[src/rtl/dds_ctrl_parser_if.sv]
// Byte-stream input and DDS configuration outputs of the command-frame parser.
`timescale 1ns/1ps
interface dds_ctrl_parser_if;
  logic [7:0]  rx_data;
  logic        rx_valid;
  logic [2:0]  wave_sel_out;
  logic [31:0] ftw_out;
  logic        cfg_update;
  logic        frame_err;
  logic        busy;

  modport master (
    output rx_data, rx_valid,
    input  wave_sel_out, ftw_out, cfg_update, frame_err, busy
  );

  modport slave (
    input  rx_data, rx_valid,
    output wave_sel_out, ftw_out, cfg_update, frame_err, busy
  );
endinterface

[src/rtl/dds_ctrl_parser.sv]
// Decodes 7-byte checksummed command frames into DDS waveform select and tuning word.
`timescale 1ns/1ps
module dds_ctrl_parser #(
  parameter int unsigned TIMEOUT_CYC = 50000,
  parameter logic [7:0]  HDR_BYTE    = 8'hA5
) (
  input  logic             Clk,
  input  logic             Rst_n,
  dds_ctrl_parser_if.slave bus
);

  localparam int unsigned      CNT_W     = $clog2(TIMEOUT_CYC);
  localparam logic [CNT_W-1:0] CNT_LIMIT = CNT_W'(TIMEOUT_CYC - 1);

  typedef enum logic [2:0] {
    S_IDLE, S_CMD, S_D3, S_D2, S_D1, S_D0, S_CHK
  } state_e;

  state_e           state_q, state_d;
  logic [CNT_W-1:0] cnt_q,   cnt_d;
  logic [7:0]       cmd_q,   cmd_d;
  logic [31:0]      pay_q,   pay_d;
  logic [7:0]       chk_q,   chk_d;
  logic [2:0]       wave_q,  wave_d;
  logic [31:0]      ftw_q,   ftw_d;
  logic             upd_q,   upd_d;
  logic             err_q,   err_d;
  logic             busy_q,  busy_d;
  logic             cmd_ok_c;
  logic             chk_ok_c;

  // Command legality is judged on the captured CMD/payload when CHK arrives.
  assign cmd_ok_c = ((cmd_q == 8'h01) && (pay_q[2:0] <= 3'd4)) ||
                    (cmd_q == 8'h02) || (cmd_q == 8'h03);
  assign chk_ok_c = (bus.rx_data == chk_q);

  always_ff @(posedge Clk or negedge Rst_n) begin
    if (!Rst_n) begin
      state_q <= S_IDLE;
      cnt_q   <= '0;
      cmd_q   <= '0;
      pay_q   <= '0;
      chk_q   <= '0;
      wave_q  <= '0;
      ftw_q   <= '0;
      upd_q   <= 1'b0;
      err_q   <= 1'b0;
      busy_q  <= 1'b0;
    end else begin
      state_q <= state_d;
      cnt_q   <= cnt_d;
      cmd_q   <= cmd_d;
      pay_q   <= pay_d;
      chk_q   <= chk_d;
      wave_q  <= wave_d;
      ftw_q   <= ftw_d;
      upd_q   <= upd_d;
      err_q   <= err_d;
      busy_q  <= busy_d;
    end
  end

  always_comb begin
    state_d = state_q;
    cnt_d   = cnt_q;
    cmd_d   = cmd_q;
    pay_d   = pay_q;
    chk_d   = chk_q;
    wave_d  = wave_q;
    ftw_d   = ftw_q;
    upd_d   = 1'b0;
    err_d   = 1'b0;

    // An arriving byte always beats the timeout in the same cycle.
    if (bus.rx_valid) begin
      cnt_d = '0;
      unique case (state_q)
        S_IDLE: if (bus.rx_data == HDR_BYTE) state_d = S_CMD;
        S_CMD: begin
          cmd_d   = bus.rx_data;
          chk_d   = bus.rx_data;
          state_d = S_D3;
        end
        S_D3, S_D2, S_D1, S_D0: begin
          pay_d   = {pay_q[23:0], bus.rx_data};
          chk_d   = chk_q ^ bus.rx_data;
          state_d = state_e'(state_q + 3'd1);
        end
        S_CHK: begin
          state_d = S_IDLE;
          if (chk_ok_c && cmd_ok_c) begin
            upd_d = 1'b1;
            unique case (cmd_q)
              8'h01:   wave_d = pay_q[2:0];
              8'h02:   ftw_d  = pay_q;
              default: begin
                wave_d = '0;
                ftw_d  = '0;
              end
            endcase
          end else begin
            err_d = 1'b1;
          end
        end
        default: state_d = S_IDLE;
      endcase
    end else if (state_q != S_IDLE) begin
      if (cnt_q == CNT_LIMIT) begin
        state_d = S_IDLE;
        cnt_d   = '0;
        err_d   = 1'b1;
      end else begin
        cnt_d = cnt_q + CNT_W'(1);
      end
    end

    busy_d = (state_d != S_IDLE);
  end

  assign bus.wave_sel_out = wave_q;
  assign bus.ftw_out      = ftw_q;
  assign bus.cfg_update   = upd_q;
  assign bus.frame_err    = err_q;
  assign bus.busy         = busy_q;

endmodule

[src/flat_wrapper.sv]
// flat-port wrapper written by rule: the top's interface ports become plain ports
module dds_ctrl_parser_flat 
#(
  parameter int unsigned TIMEOUT_CYC = 50000,
  parameter logic [7:0]  HDR_BYTE    = 8'hA5
)
  (Clk, Rst_n, bus_rx_data, bus_rx_valid, bus_wave_sel_out, bus_ftw_out, bus_cfg_update, bus_frame_err, bus_busy);
  dds_ctrl_parser_if bus_i ();
  input  logic Clk;
  input  logic Rst_n;
  input wire logic [$bits(bus_i.rx_data)-1:0] bus_rx_data;
  input wire logic [$bits(bus_i.rx_valid)-1:0] bus_rx_valid;
  output wire logic [$bits(bus_i.wave_sel_out)-1:0] bus_wave_sel_out;
  output wire logic [$bits(bus_i.ftw_out)-1:0] bus_ftw_out;
  output wire logic [$bits(bus_i.cfg_update)-1:0] bus_cfg_update;
  output wire logic [$bits(bus_i.frame_err)-1:0] bus_frame_err;
  output wire logic [$bits(bus_i.busy)-1:0] bus_busy;
  assign bus_i.rx_data = bus_rx_data;
  assign bus_i.rx_valid = bus_rx_valid;
  assign bus_wave_sel_out = bus_i.wave_sel_out;
  assign bus_ftw_out = bus_i.ftw_out;
  assign bus_cfg_update = bus_i.cfg_update;
  assign bus_frame_err = bus_i.frame_err;
  assign bus_busy = bus_i.busy;
  dds_ctrl_parser #(.TIMEOUT_CYC(TIMEOUT_CYC), .HDR_BYTE(HDR_BYTE)) u_core (.Clk(Clk), .Rst_n(Rst_n), .bus(bus_i));
endmodule
[config.mk]
export PLATFORM = sky130hd
export DESIGN_NAME = dds_ctrl_parser_flat
export DESIGN_NICKNAME = d
export VERILOG_FILES = /design/src/rtl/dds_ctrl_parser_if.sv /design/src/rtl/dds_ctrl_parser.sv /design/src/flat_wrapper.sv
export SDC_FILE = /design/constraint.sdc
export NUM_CORES = 1
export LEC_CHECK = 0
export ABC_AREA = 1
export BUFFER_PORTS_ARGS = -buffer_cell sky130_fd_sc_hd__clkbuf_2
export CORE_ASPECT_RATIO = 1.75
export CORE_UTILIZATION = 40
export DETAILED_ROUTE_END_ITERATION = 6
export PLACE_DENSITY = 0.57
export SKIP_LAST_GASP = 1
export SLEW_MARGIN = 40
export SYNTH_ARGS = -nofsm -noshare
export SYNTH_HDL_FRONTEND = slang
export SYNTH_SLANG_ARGS = --single-unit
[constraint.sdc]
create_clock -name Clk -period 2 [get_ports Clk]
set_input_delay 0 -clock Clk [delete_from_list [all_inputs] [get_ports Clk]]
set_output_delay 0 -clock Clk [all_outputs]
set_load 0.02 [all_outputs]
After elaboration in Yosys (flattened, before gate mapping)
Index checks and enable logic that the tools add are counted.
Operators by class
  equal/unequal tests: 12
  add/sub/neg operators: 2
  reductions and logical operators: 15
  order comparisons: 1
  mux-type cells: 19
  bitwise operators: 3
Operator list (number)
  32-bit case mux with 2 select lines: 1
  16-bit 2-to-1 mux: 3
  16-bit by 1-bit adder with 16-bit output, second input constant: 1
  16-bit == test, second input constant: 1
  8-bit by 2-bit == test with 1-bit output, second input constant: 2
  8-bit case mux with 2 select lines: 1
  3-bit 2-to-1 mux: 4
  3-bit == test, second input constant: 3
  3-bit case mux with 3 select lines: 1
  8-bit by 1-bit == test with 1-bit output, second input constant: 1
  8-bit == test: 1
  8-bit == test, second input constant: 1
  1-bit 2-to-1 mux: 8
  4-bit AND reduction: 2
  8-bit bitwise XOR: 1
  3-bit by 2-bit == test with 1-bit output, second input constant: 2
  3-bit case mux with 2 select lines: 1
  2-bit AND reduction: 3
  3-bit nonzero test: 2
  2-bit nonzero test: 2
  4-bit OR reduction: 1
  3-bit by 1-bit adder with 3-bit output, second input constant: 1
  3-bit by 1-bit == test with 1-bit output, second input constant: 1
  3-bit <= comparator, second input constant: 1
  4 further kinds: 7
Storage, ports and cells
  logic and storage cells: 62
  output and inout port bits: 38
  bits in registers: 105
  input bits: 11

Depth between registers and ports, before layout
  word-level depth: 8
  mapped depth: 11
  gate-level depth less buffers: 11

Least setup slack after synthesis
No wires, ideal clock.
  kind: register to register
  from: register u_core.state_q[1]
  to: register u_core.chk_q[6]
  cell stages (with the launch flop): 10
  path slack: 0.390 ns
  setup time: 0.127 ns
  arrival time: 1.484 ns
  data required time: 1.873 ns
  clock period less this slack: 1.610 ns
  buffers on the path: 1
  cell sequence: dfrtp_1 ha_1 ha_1 a21oi_2 nand2_2 nand2_2 nand2_2 buf_2 o211ai_1 o21ai_1
Between the ends
  longest elaborated chain between the ends: 4
  elaborated cells between the ends (all ways): 9
RTL lines
  start, declared: line dds_ctrl_parser.sv:19  | state_e state_q, state_d;
  start signal, assigned: line dds_ctrl_parser.sv:50  | state_q <= state_d;
  3-bit by 2-bit == test with 1-bit output / 3-bit == test (equally long branches): line dds_ctrl_parser.sv:77  | unique case (state_q)
  4-bit OR reduction: line dds_ctrl_parser.sv:77
  2-bit nonzero test (no line)
  2-bit AND reduction (no line)
  end signal, assigned: line dds_ctrl_parser.sv:54  | chk_q <= chk_d;
  end, declared: line dds_ctrl_parser.sv:23  | logic [7:0] chk_q, chk_d;
Several ways; a longest one is shown, not always the timed one.
A chain may end at the register's enable or synchronous reset.

Worst setup path after layout
  from: register u_core.state_q[0]
  to: register u_core.ftw_q[7] (netlist: u_core.bus.ftw_out[7])
Between the ends
  longest elaborated chain between the ends: 2
RTL lines
  3-bit == test: line dds_ctrl_parser.sv:77
  4-bit AND reduction (no line)
  end signal, assigned: line dds_ctrl_parser.sv:56  | ftw_q <= ftw_d;
  end, declared: line dds_ctrl_parser.sv:25  | logic [31:0] ftw_q, ftw_d;
No other way between the ends.

==> metrics <==
filler cell count=about 1,400; Post-synth EDFFs=0; worst slew pin tran=0.619 ns; vias in the first global route=between 4,000 and 5,000; worst hold stages=3; CTS buffer count=9; drt via density=about 4.9; clk buf depth=2; Sw Pwr=~2.5 mW; MaxCap Viol Count=0; IO Count=between 40 and 50; GRT Overall Usage=0.198; combinational power share=0.303; min cycle time layout=roughly 1.9 ns; Remaining Overflow, GRT=0; Core ar.=between 10,000 and 15,000 um2; Worst EP arrival=around 2.1 ns; fin crit share=0.928; share of power burned in registers=0.434; clk slew on worst S/H paths=roughly 0.080 ns; Detailed Place HPWL=~9000 um; M1 GR Usage=0.228; WL/cell=about 14 um; r2r startpoint=u_core.state_q[0]; Die Ht=between 150 and 200 um; synthesized area per cell=around 8 um2; maximum clock rate=between 500 and 600 MHz; antenna violation net count after detailed routing=0; cells after synthesis=675; number of antenna diodes=0; row count=between 50 and 60; synthesis warning total=0; sequential area share after synthesis=0.494; DRC violations left=0; Starting Density=0.411; global-route wire length before repair=21,000 um; initial antenna violation count=0; Layout area overhead=14.5%; DRT iter0 DRCs=about 150; DRT Wirelength=12,300 um; setup TNS=0 ns; critical path class=register to register; CP required=2.29 ns; Hold Path End=u_core.pay_q[2]; internal power=approximately 4 mW; crit end category=register; layout cells sized above 1=0.154; gpl congestion=~0.82; PortBufs=48; Netlist cell types=29; asr flop ratio synth=1.00; switch share=0.378; fin nets=roughly 740; RR Endpoint=u_core.bus.ftw_out[7]; power density cells=approximately 1100 nW/um2; Clock power frac=0.264; synthesized area=approximately 5300 um2; Clock Skew=about 0.011 ns; GR peak layer=met2; status=complete, no violations; H-tree levels=3; # clock sinks=between 100 and 150; total number of vias=4,449; CTS tree=done; Clock Latency Late Sink=around 0.35 ns; largest net degree at the start of global routing=between 50 and 60; final hold violation count=0; worst reg2reg setup slack=~0.14 ns; fin. max-slew vios=0; First-pass DRT Iterations=4; VDD IR max=between 0.0008 and 0.0009 V; routing usage on met2=0.364; syn nets=between 600 and 700; #FFs+latches synth=105; min-delay src=bus_rx_data[2]; area of the die=13,800 um2; GRT met3 Usage=0.0315; PnR Total Power=~6.6 mW; Hold Crit Class=primary input to register; total leakage power=between 3 and 4 nW; final setup violation count=0; RSZ-0062 raised after global routing=false; Worst setup SP type=register; Max-slew headroom=0.587; Die W=89.1 um; clock root buffer=clkbuf_16; top_reg_cell synth=dfrtp_1; CP max FO=35; worst reg2reg path depth=7
==> metrics by stage <==
stage | util | hold slack, ns | std cells | worst slack, ns | area (um2)
2_1_floorplan | - | -0.296 | 675 | 0.390 | 5310
3_3_place_gp | 0.442 | 0.0616 | 880 | 0.218 | 5720
3_5_place_dp | 0.442 | 0.0645 | 880 | 0.129 | 5720
4_1_cts | 0.470 | 0.0123 | 903 | 0.130 | 6080
5_1_grt | 0.470 | 0.0347 | 903 | 0.00694 | 6080
6_report | 0.470 | 0.0207 | 903 | 0.145 | 6080
==> cell families (layout without fill, tap and decap cells) <==
group	after synthesis	after routing	share of synthesized area
and+or+nand+nor	380	380	0.314
DFF	105	105	0.494
buffers and inverters	105	162	0.0923
AOI/OAI and AO/OA	73	73	0.0756
adders and majority gates	6	6	0.0141
xor gates and xnor gates	6	6	0.00989
==> cell usage after synthesis, types with 2 or more instances <==
cell type | count | area (um2)
inv_1 | 64 | 240
inv_2 | 14 | 52.6
nor2_1 | 66 | 248
nand3_1 | 18 | 90.1
xor2_1 | 6 | 52.6
o211ai_1 | 8 | 60.1
nand4_1 | 39 | 244
ha_1 | 6 | 75.1
nand2_2 | 9 | 56.3
nand2_1 | 227 | 852
dfrtp_1 | 105 | 2630
buf_2 | 11 | 55.1
clkbuf_1 | 2 | 7.51
buf_4 | 6 | 45.0
nor2_4 | 3 | 33.8
a21oi_1 | 2 | 10.0
buf_6 | 8 | 90.1
nor3_1 | 9 | 45.0
nand4_2 | 2 | 25.0
o21ai_0 | 54 | 270
o21ai_1 | 6 | 30.0
nor2_2 | 3 | 18.8
==> worst max-delay path by stage <==
stage / depth (start not counted) / startpoint / slack [ns] / endpoint
6_report: 7 / u_core.state_q[0] / 0.14 / u_core.bus.ftw_out[7]
5_1_grt: 7 / u_core.state_q[0] / 0.007 / u_core.bus.ftw_out[7]
4_1_cts: 7 / u_core.state_q[0] / 0.13 / u_core.bus.ftw_out[7]
3_5_place_dp: 7 / u_core.state_q[0] / 0.13 / u_core.bus.ftw_out[7]
3_3_place_gp: 7 / u_core.state_q[0] / 0.22 / u_core.bus.ftw_out[7]
2_1_floorplan: 9 / u_core.state_q[1] / 0.39 / u_core.chk_q[6]
==> critical path, cell delays in order, from the launching register on <==
cell	delay, ns
dfrtp_1	0.41
inv_1	0.15
ha_1	0.22
nand3_1	0.18
inv_2	0.14
buf_4	0.35
nand4_1	0.23
nand2_1	0.12
==> sequential cells by signal (all words and copies together), names as in the netlist <==
register,count
u_core.chk_q,8
u_core.bus.ftw_out,32
u_core.state_q,3
u_core.bus.frame_err,1
u_core.cnt_q,16
u_core.bus.cfg_update,1
u_core.bus.wave_sel_out,3
u_core.bus.busy,1
u_core.pay_q,32
u_core.cmd_q,8
==> power by group through the flow <==
stage                     sequential [mW]  clock (mW)  combinational [mW]
after floorplan                      2.85           0                1.53
after global placement               2.88           0                1.93
after detailed placement             2.90           0                2.00
after CTS                            2.86        1.79                2.03
after global routing                 2.92        1.90                2.33
final                                2.86        1.74                2.00
==> area by class of cell <==
| class | instances | area [um2] | area share |
|---|---|---|---|
| Sequential cell | 105 | 2630 | 0.432 |
| Multi-Input combinational cell | 465 | 2200 | 0.361 |
| Timing Repair Buffer | 68 | 460 | 0.0757 |
| Inverter | 78 | 293 | 0.0481 |
| Clock buffer | 9 | 225 | 0.0370 |
| Tap cell | 171 | 214 | 0.0352 |
| Clock inverter | 7 | 68.8 | 0.0113 |
==> routing by layer <==
metal	part of all wire	wire length (um)
met1	0.39	4830
met2	0.57	6950
met3	0.025	304
met4	0.016	201
met5	0	0
==> cells in the final DEF (no fill, tap or decap), types with 2 or more instances in the layout <==
cell type | Yosys | final
nand2_1 | 227 | 227
dfrtp_1 | 105 | 105
nor2_1 | 66 | 66
inv_1 | 64 | 64
o21ai_0 | 54 | 54
clkbuf_2 | 0 | 47
nand4_1 | 39 | 39
nand3_1 | 18 | 18
inv_2 | 14 | 14
buf_4 | 6 | 10
nand2_2 | 9 | 9
nor3_1 | 9 | 9
clkbuf_16 | 0 | 9
o211ai_1 | 8 | 8
dlygate4sd3_1 | 0 | 7
xor2_1 | 6 | 6
o21ai_1 | 6 | 6
ha_1 | 6 | 6
buf_12 | 0 | 4
nor2_2 | 3 | 3
nor2_4 | 3 | 3
clkinv_4 | 0 | 3
inv_8 | 0 | 3
a21oi_1 | 2 | 2
nand4_2 | 2 | 2
==> repair_timing <==
action	4_1_cts	5_1_grt
buffers inserted	0	0
endpoints found under the hold margin	53	0
gates resized for setup	0	0
hold buffers	7	0
Power figures use the tool's default switching activity.
